**src/rtl/dram_rd_sequencer_pkg.sv**
```systemverilog
// Shared constants for the capture BRAM read path: FSM encodings and the
// sub-word select width used by the BRAM rd_ws/wr_ws ports.
package dram_rd_sequencer_pkg;

    localparam int WS_W = 5;

    localparam logic [1:0] ST_IDLE   = 2'd0;
    localparam logic [1:0] ST_FETCH  = 2'd1;
    localparam logic [1:0] ST_STREAM = 2'd2;
    localparam logic [1:0] ST_DRAIN  = 2'd3;

endpackage

```
**src/rtl/dram_rd_outreg.sv**
```systemverilog
// Output sample register with valid/ready handshake; accepts a new sample
// whenever the register is empty or its current sample is being taken.
module dram_rd_outreg #(
    parameter int DATA_W = 8
) (
    input  logic              clk_i,
    input  logic              rst_ni,
    input  logic              en_i,
    input  logic              clr_i,
    input  logic              ready_i,
    input  logic [DATA_W-1:0] din_i,
    output logic              load_o,
    output logic [DATA_W-1:0] dout_o,
    output logic              valid_o
);

    logic [DATA_W-1:0] dout_q;
    logic              valid_q;

    assign load_o  = en_i & (~valid_q | ready_i);
    assign dout_o  = dout_q;
    assign valid_o = valid_q;

    // Outside of loading, a handshake empties the register (used while draining).
    always_ff @(posedge clk_i or negedge rst_ni) begin
        if (!rst_ni) begin
            dout_q  <= '0;
            valid_q <= 1'b0;
        end else if (clr_i) begin
            valid_q <= 1'b0;
        end else if (load_o) begin
            dout_q  <= din_i;
            valid_q <= 1'b1;
        end else if (ready_i) begin
            valid_q <= 1'b0;
        end
    end

endmodule

```
**src/rtl/dram_rd_sequencer.sv**
```systemverilog
// Read-side sequencer for the capture BRAM: walks words/sub-words from a start
// point and streams one sample per cycle onto a valid/ready output.
module dram_rd_sequencer
    import dram_rd_sequencer_pkg::*;
#(
    parameter int ADDR_WIDTH       = 10,
    parameter int RD_DATA_WIDTH    = 8,
    parameter int RD_DATA_PER_ADDR = 4,
    parameter int CNT_WIDTH        = 16
) (
    input  logic                     rd_clk,
    input  logic                     rd_reset_n,
    input  logic                     start,
    input  logic [ADDR_WIDTH-1:0]    start_addr,
    input  logic [WS_W-1:0]          start_ws,
    input  logic [CNT_WIDTH-1:0]     num_samples,
    input  logic                     abort,
    output logic                     busy,
    output logic                     done,
    output logic [ADDR_WIDTH-1:0]    ram_rd_addr,
    output logic [WS_W-1:0]          ram_rd_ws,
    output logic                     ram_rd_ce,
    input  logic [RD_DATA_WIDTH-1:0] ram_rd_data,
    output logic [RD_DATA_WIDTH-1:0] dout,
    output logic                     dout_valid,
    input  logic                     dout_ready
);

    localparam logic [WS_W-1:0]       WS_LAST  = WS_W'(RD_DATA_PER_ADDR - 1);
    localparam logic [WS_W-1:0]       WS_ONE   = WS_W'(1);
    localparam logic [ADDR_WIDTH-1:0] ADDR_ONE = ADDR_WIDTH'(1);
    localparam logic [CNT_WIDTH-1:0]  CNT_ONE  = CNT_WIDTH'(1);

    logic [1:0]            state_q, state_d;
    logic [ADDR_WIDTH-1:0] addr_q, addr_d;
    logic [WS_W-1:0]       ws_q, ws_d;
    logic [CNT_WIDTH-1:0]  rem_q, rem_d;
    logic                  busy_q, busy_d;
    logic                  done_q, done_d;
    logic                  ce;
    logic                  load;

    dram_rd_outreg #(
        .DATA_W (RD_DATA_WIDTH)
    ) u_outreg (
        .clk_i   (rd_clk),
        .rst_ni  (rd_reset_n),
        .en_i    (state_q == ST_STREAM),
        .clr_i   (abort),
        .ready_i (dout_ready),
        .din_i   (ram_rd_data),
        .load_o  (load),
        .dout_o  (dout),
        .valid_o (dout_valid)
    );

    always_comb begin
        state_d = state_q;
        addr_d  = addr_q;
        ws_d    = ws_q;
        rem_d   = rem_q;
        busy_d  = busy_q;
        done_d  = 1'b0;
        ce      = 1'b0;
        case (state_q)
            ST_IDLE: begin
                if (start) begin
                    addr_d  = start_addr;
                    ws_d    = start_ws;
                    rem_d   = num_samples;
                    busy_d  = 1'b1;
                    state_d = (num_samples == '0) ? ST_DRAIN : ST_FETCH;
                end
            end
            ST_FETCH: begin
                ce      = 1'b1;
                addr_d  = addr_q + ADDR_ONE;
                state_d = ST_STREAM;
            end
            ST_STREAM: begin
                if (load) begin
                    rem_d = rem_q - CNT_ONE;
                    // Fetch the next word in the same cycle the last sub-word is taken,
                    // but only if a sample from it will actually be consumed.
                    if (ws_q == WS_LAST) begin
                        ws_d = '0;
                        if (rem_q != CNT_ONE) begin
                            ce     = 1'b1;
                            addr_d = addr_q + ADDR_ONE;
                        end
                    end else begin
                        ws_d = ws_q + WS_ONE;
                    end
                    if (rem_q == CNT_ONE) begin
                        state_d = ST_DRAIN;
                    end
                end
            end
            ST_DRAIN: begin
                if (!dout_valid || dout_ready) begin
                    done_d  = 1'b1;
                    busy_d  = 1'b0;
                    state_d = ST_IDLE;
                end
            end
            default: state_d = ST_IDLE;
        endcase
        if (abort) begin
            state_d = ST_IDLE;
            addr_d  = addr_q;
            ws_d    = ws_q;
            rem_d   = rem_q;
            busy_d  = 1'b0;
            done_d  = 1'b0;
            ce      = 1'b0;
        end
    end

    always_ff @(posedge rd_clk or negedge rd_reset_n) begin
        if (!rd_reset_n) begin
            state_q <= ST_IDLE;
            addr_q  <= '0;
            ws_q    <= '0;
            rem_q   <= '0;
            busy_q  <= 1'b0;
            done_q  <= 1'b0;
        end else begin
            state_q <= state_d;
            addr_q  <= addr_d;
            ws_q    <= ws_d;
            rem_q   <= rem_d;
            busy_q  <= busy_d;
            done_q  <= done_d;
        end
    end

    assign busy        = busy_q;
    assign done        = done_q;
    assign ram_rd_addr = addr_q;
    assign ram_rd_ws   = ws_q;
    assign ram_rd_ce   = ce;

endmodule

```
**config.mk**
```make
export PLATFORM = sky130hd
export DESIGN_NAME = dram_rd_sequencer
export DESIGN_NICKNAME = d
export VERILOG_FILES = /design/src/rtl/dram_rd_sequencer_pkg.sv /design/src/rtl/dram_rd_outreg.sv /design/src/rtl/dram_rd_sequencer.sv
export SDC_FILE = /design/constraint.sdc
export NUM_CORES = 1
export LEC_CHECK = 0
export CAP_MARGIN = 15
export CELL_PAD_IN_SITES_DETAIL_PLACEMENT = 0
export CELL_PAD_IN_SITES_GLOBAL_PLACEMENT = 1
export CORE_MARGIN = 1
export CORE_UTILIZATION = 47
export CTS_CLUSTER_SIZE = 25
export DETAILED_ROUTE_END_ITERATION = 8
export DONT_BUFFER_PORTS = 1
export PLACE_DENSITY = 0.88
export SETUP_SLACK_MARGIN = 0.1
export SYNTH_ARGS = -nofsm -noshare
export SYNTH_HDL_FRONTEND = slang
export SYNTH_SLANG_ARGS = --single-unit
export TNS_END_PERCENT = 30
```
**constraint.sdc**
```tcl
create_clock -name rd_clk -period 2.2 [get_ports rd_clk]
set_input_delay 0.22 -clock rd_clk [delete_from_list [all_inputs] [get_ports rd_clk]]
set_output_delay 0.22 -clock rd_clk [all_outputs]
set_load 0.01 [all_outputs]
```
==> results by group <==
Drt
  – Post-DR wirelength/cell: 16.8 um
  – Final ANT Viol Nets: 0
  – DRT Pass-1 Iters: 4
  – Final routed DRC violation total: 0
  – 1st-iter DRT viols: 138
  – Vias: 2554
  – Via-to-Cell Ratio: 6.20
  – Total wire length: 6.92 mm

Power
  – P_sw: 2010 uW
  – Total power: 4720 uW
  – Clock power frac: 13.4%
  – Peak supply drop: 0.584 mV
  – Flop pwr share: 34.4%
  – Pint: 2710 uW
  – Lkg Pwr: 0.00137 uW
  – Pwr dens: 1410 mW/mm^2
  – Comb power frac: 52.2%
  – Switch share: 42.5%

Clock network
  – Post-CTS Setup Repair Bufs: 0
  – H-Tree Depth: 2
  – CTS Sinks: 44
  – Root buf cell: clkbuf_8
  – Worst-path clk slew: 0.09 ns
  – Number of CTS-inserted buffers: 5
  – Max clock buf depth: 2
  – Worst-skew pair later-pin latency: 0.29 ns
  – TritonCTS clock tree: yes

Final layout
  – Layout Cells excl Fill: 412
  – Layout cell share with drive strength beyond 1: 22.1%
  – # diodes: 0
  – Synth-to-layout area growth: 18.9%
  – Fin nets: 391
  – Finished Cell Area: 0.00335 mm^2
  – Final design utilization: 59.4%
  – Fillers: 499

GRT
  – GRT overflow: 0
  – Pin count of the biggest net entering global routing: 45
  – GRT Total Usage: 23.7%
  – Initial antenna violation count: 0
  – Vias in the first global route: 2428
  – First-pass GRT wire length: 11.6 mm

Logic synthesis
  – Post-Syn Instances: 308
  – Compound-gate portion of the synthesized area: 22.7%
  – Synth async-reset ratio: 100%
  – Post-Syn Nets: 360
  – Yosys reg bits: 44
  – Largest family of logic cells by synthesized area: compound AO/OA/AOI/OAI gates
  – Top FF cell, synth: dfrtp_1
  – Post-Synth XOR/XNOR Area: 0%
  – Yosys warning total: 0
  – Multiplexer share of the synthesized area: 7.50%
  – Sequential area share after synthesis: 39.1%
  – Post-Syn Area: 0.00282 mm^2
  – Synth Area in Simple Gates: 22.2%
  – Post-synth EDFFs: 0
  – Avg Cell Area, Syn: 9.15 um^2
  – Post-synthesis adder-cell area fraction: 3.55%
  – Yosys cell types: 49

Critical path
  – CP Capture Type: output port
  – Max Fanout on Critical Path: 2
  – Critical path class: reg2out
  – Worst EP arrival: 2.04 ns
  – CP Launch Type: flop
  – CP required: 1.98 ns
  – FF-to-FF Start: rem_q[8]
  – Worst Setup SP: rem_q[8]

Min path
  – Hold WC Path Type: in2reg
  – Hold Crit Start: ram_rd_data[7]

Floorplan
  – Cell Rows: 27
  – I/O pins: 71
  – Die area: 0.00631 mm^2
  – Die Wd: 79.4 um
  – Initial Util: 49.9%
  – Core area: 0.00564 mm^2
  – Die H: 79.4 um

Placed design
  – Placed Cells: 401
  – Gpl congestion: 0.836
  – DPL Wire Length: 5.19 mm
  – Dpl cell area: 0.00313 mm^2
  – Port bufs: 0

Timing
  – Hold Vio Cnt, Final: 0
  – Hold slack: 0.0703 ns
  – Setup ws final: -0.0596 ns
  – Relative slew slack: 65.6%
  – RSZ-0062 raised after global routing: true
  – Minimum clock period: 2.26 ns
  – Tcrit/Tclk final: 103%
  – Clk_skew: 0.00734 ns
  – Final setup fails: 1
  – Fmax: 443 MHz
  – Worst Tran Pin Value: 0.511 ns
  – Slew Limit Fails: 0

Flow run
  – Number of max-cap violations: 0

Status
  – Status: finished, violations left
  – Failing checks: setup timing
==> stage by stage <==
stage,setup TNS (ns),worst slack (ns)
after global routing,-0.153,-0.153
after global placement,0,0.182
after floorplan,0,0.235
final,-0.0596,-0.0596
after detailed placement,0,0.108
after CTS,-0.0673,-0.0673
==> worst paths after layout <==
| kind | to | slack (ns) | depth (start not counted) |
|---|---|---|---|
| setup / recovery | ram_rd_ce | -0.06 | 7 |
| min in group asynchronous | ram_rd_ws[0] | 0.45 | 2 |
| hold reg to reg | u_outreg.dout_o[4] | 0.58 | 1 |
| setup reg to reg | ram_rd_addr[2] | 0.16 | 6 |
| hold / removal | u_outreg.dout_o[7] | 0.07 | 1 |
| max in group asynchronous | ram_rd_ws[4] | 1.56 | 2 |
==> power groups by stage <==
stage / registers, uW / clock network (uW) / logic, uW
3_5_place_dp: 1640 / 0 / 2380
5_1_grt: 1690 / 694 / 2750
3_3_place_gp: 1620 / 0 / 2310
4_1_cts: 1620 / 656 / 2430
2_1_floorplan: 1660 / 0 / 1560
6_report: 1620 / 634 / 2460
==> timing repair <==
item                       CTS  global route
pin swaps                    0             0
setup endpoints to repair    2            19
hold endpoints to repair    47             0
hold buffers                 3             0
cloned                       0             0
gates resized for setup      2             9
==> layer usage <==
metal  global-route usage [%]  up-vias  part of all wire, %
li1                         -     1238                    -
met1                     31.6     1222                   46
met2                     36.8       84                   46
met3                     7.09       10                  6.6
met4                     6.91        0                  1.5
met5                        0        -                    0
==> cells in the final DEF, fill, tap and decap left out, drive strengths merged, types with 11 or more instances in the layout <==
| cell type | instances |
|---|---|
| mux2i | 11 |
| nor2 | 21 |
| o21ai | 14 |
| nor3 | 16 |
| o22a | 12 |
| nand3 | 12 |
| nand2 | 15 |
| o22ai | 14 |
| buf | 41 |
| a21oi | 25 |
| inv | 12 |
| dfrtp | 44 |
| nor4 | 13 |
==> state kept, by name, summed over array words and instances, names as in the netlist <==
| name | flops |
|---|---|
| u_outreg.valid_o | 1 |
| busy | 1 |
| ram_rd_ws | 5 |
| ram_rd_addr | 10 |
| rem_q | 16 |
| state_q | 2 |
| done | 1 |
| u_outreg.dout_o | 8 |
==> critical path, stage by stage, from the launching register on <==
cell and delay [ns]:
dfrtp_1 0.38, or4_4 0.55, nor4_4 0.18, buf_4 0.16
nand2_1 0.06, a41oi_2 0.19, nor3_1 0.08, buf_4 0.15
==> cell families after synthesis <==
kind of cell,after synthesis
AND/OR/NAND/NOR,110
multiplexers,20
adder cells (fa/ha/maj),8
AO/OA/AOI/OAI,94
buffers and inverters,32
flip-flops,44
==> Yosys cell counts (2+ instances only) <==
master | number | share of area [%]
o21bai_1 | 2 | 0.53
nor2_1 | 21 | 2.8
o22ai_1 | 14 | 3.1
buf_1 | 2 | 0.27
nand2_1 | 15 | 2.0
mux2_2 | 9 | 3.6
and3_1 | 9 | 2.0
o21ai_0 | 13 | 2.3
inv_1 | 12 | 1.6
and2_1 | 2 | 0.44
ha_1 | 8 | 3.6
o221a_1 | 8 | 3.2
o22a_1 | 12 | 3.7
a31oi_1 | 9 | 2.0
clkbuf_1 | 14 | 1.9
nor4_1 | 11 | 2.4
nand2b_1 | 4 | 0.89
nor3_1 | 15 | 2.7
or4_1 | 2 | 0.53
dfrtp_1 | 44 | 39
a21oi_1 | 25 | 4.4
nand4_1 | 2 | 0.44
a311oi_1 | 2 | 0.62
buf_6 | 2 | 0.80
nor2b_1 | 4 | 0.89
a32oi_1 | 3 | 0.93
nand3_1 | 12 | 2.1
mux2i_1 | 11 | 3.9
==> area by class of cell <==
| class | count | area (um^2) | area share [%] |
|---|---|---|---|
| Sequential cell | 44 | 1100 | 32.9 |
| Clock inverter | 3 | 47.5 | 1.42 |
| Tap cell | 72 | 90.1 | 2.69 |
| Clock buffer | 5 | 68.8 | 2.05 |
| Multi-Input combinational cell | 232 | 1630 | 48.7 |
| Inverter | 13 | 48.8 | 1.46 |
| Timing Repair Buffer | 43 | 360 | 10.8 |
Power figures use the tool's default switching activity.
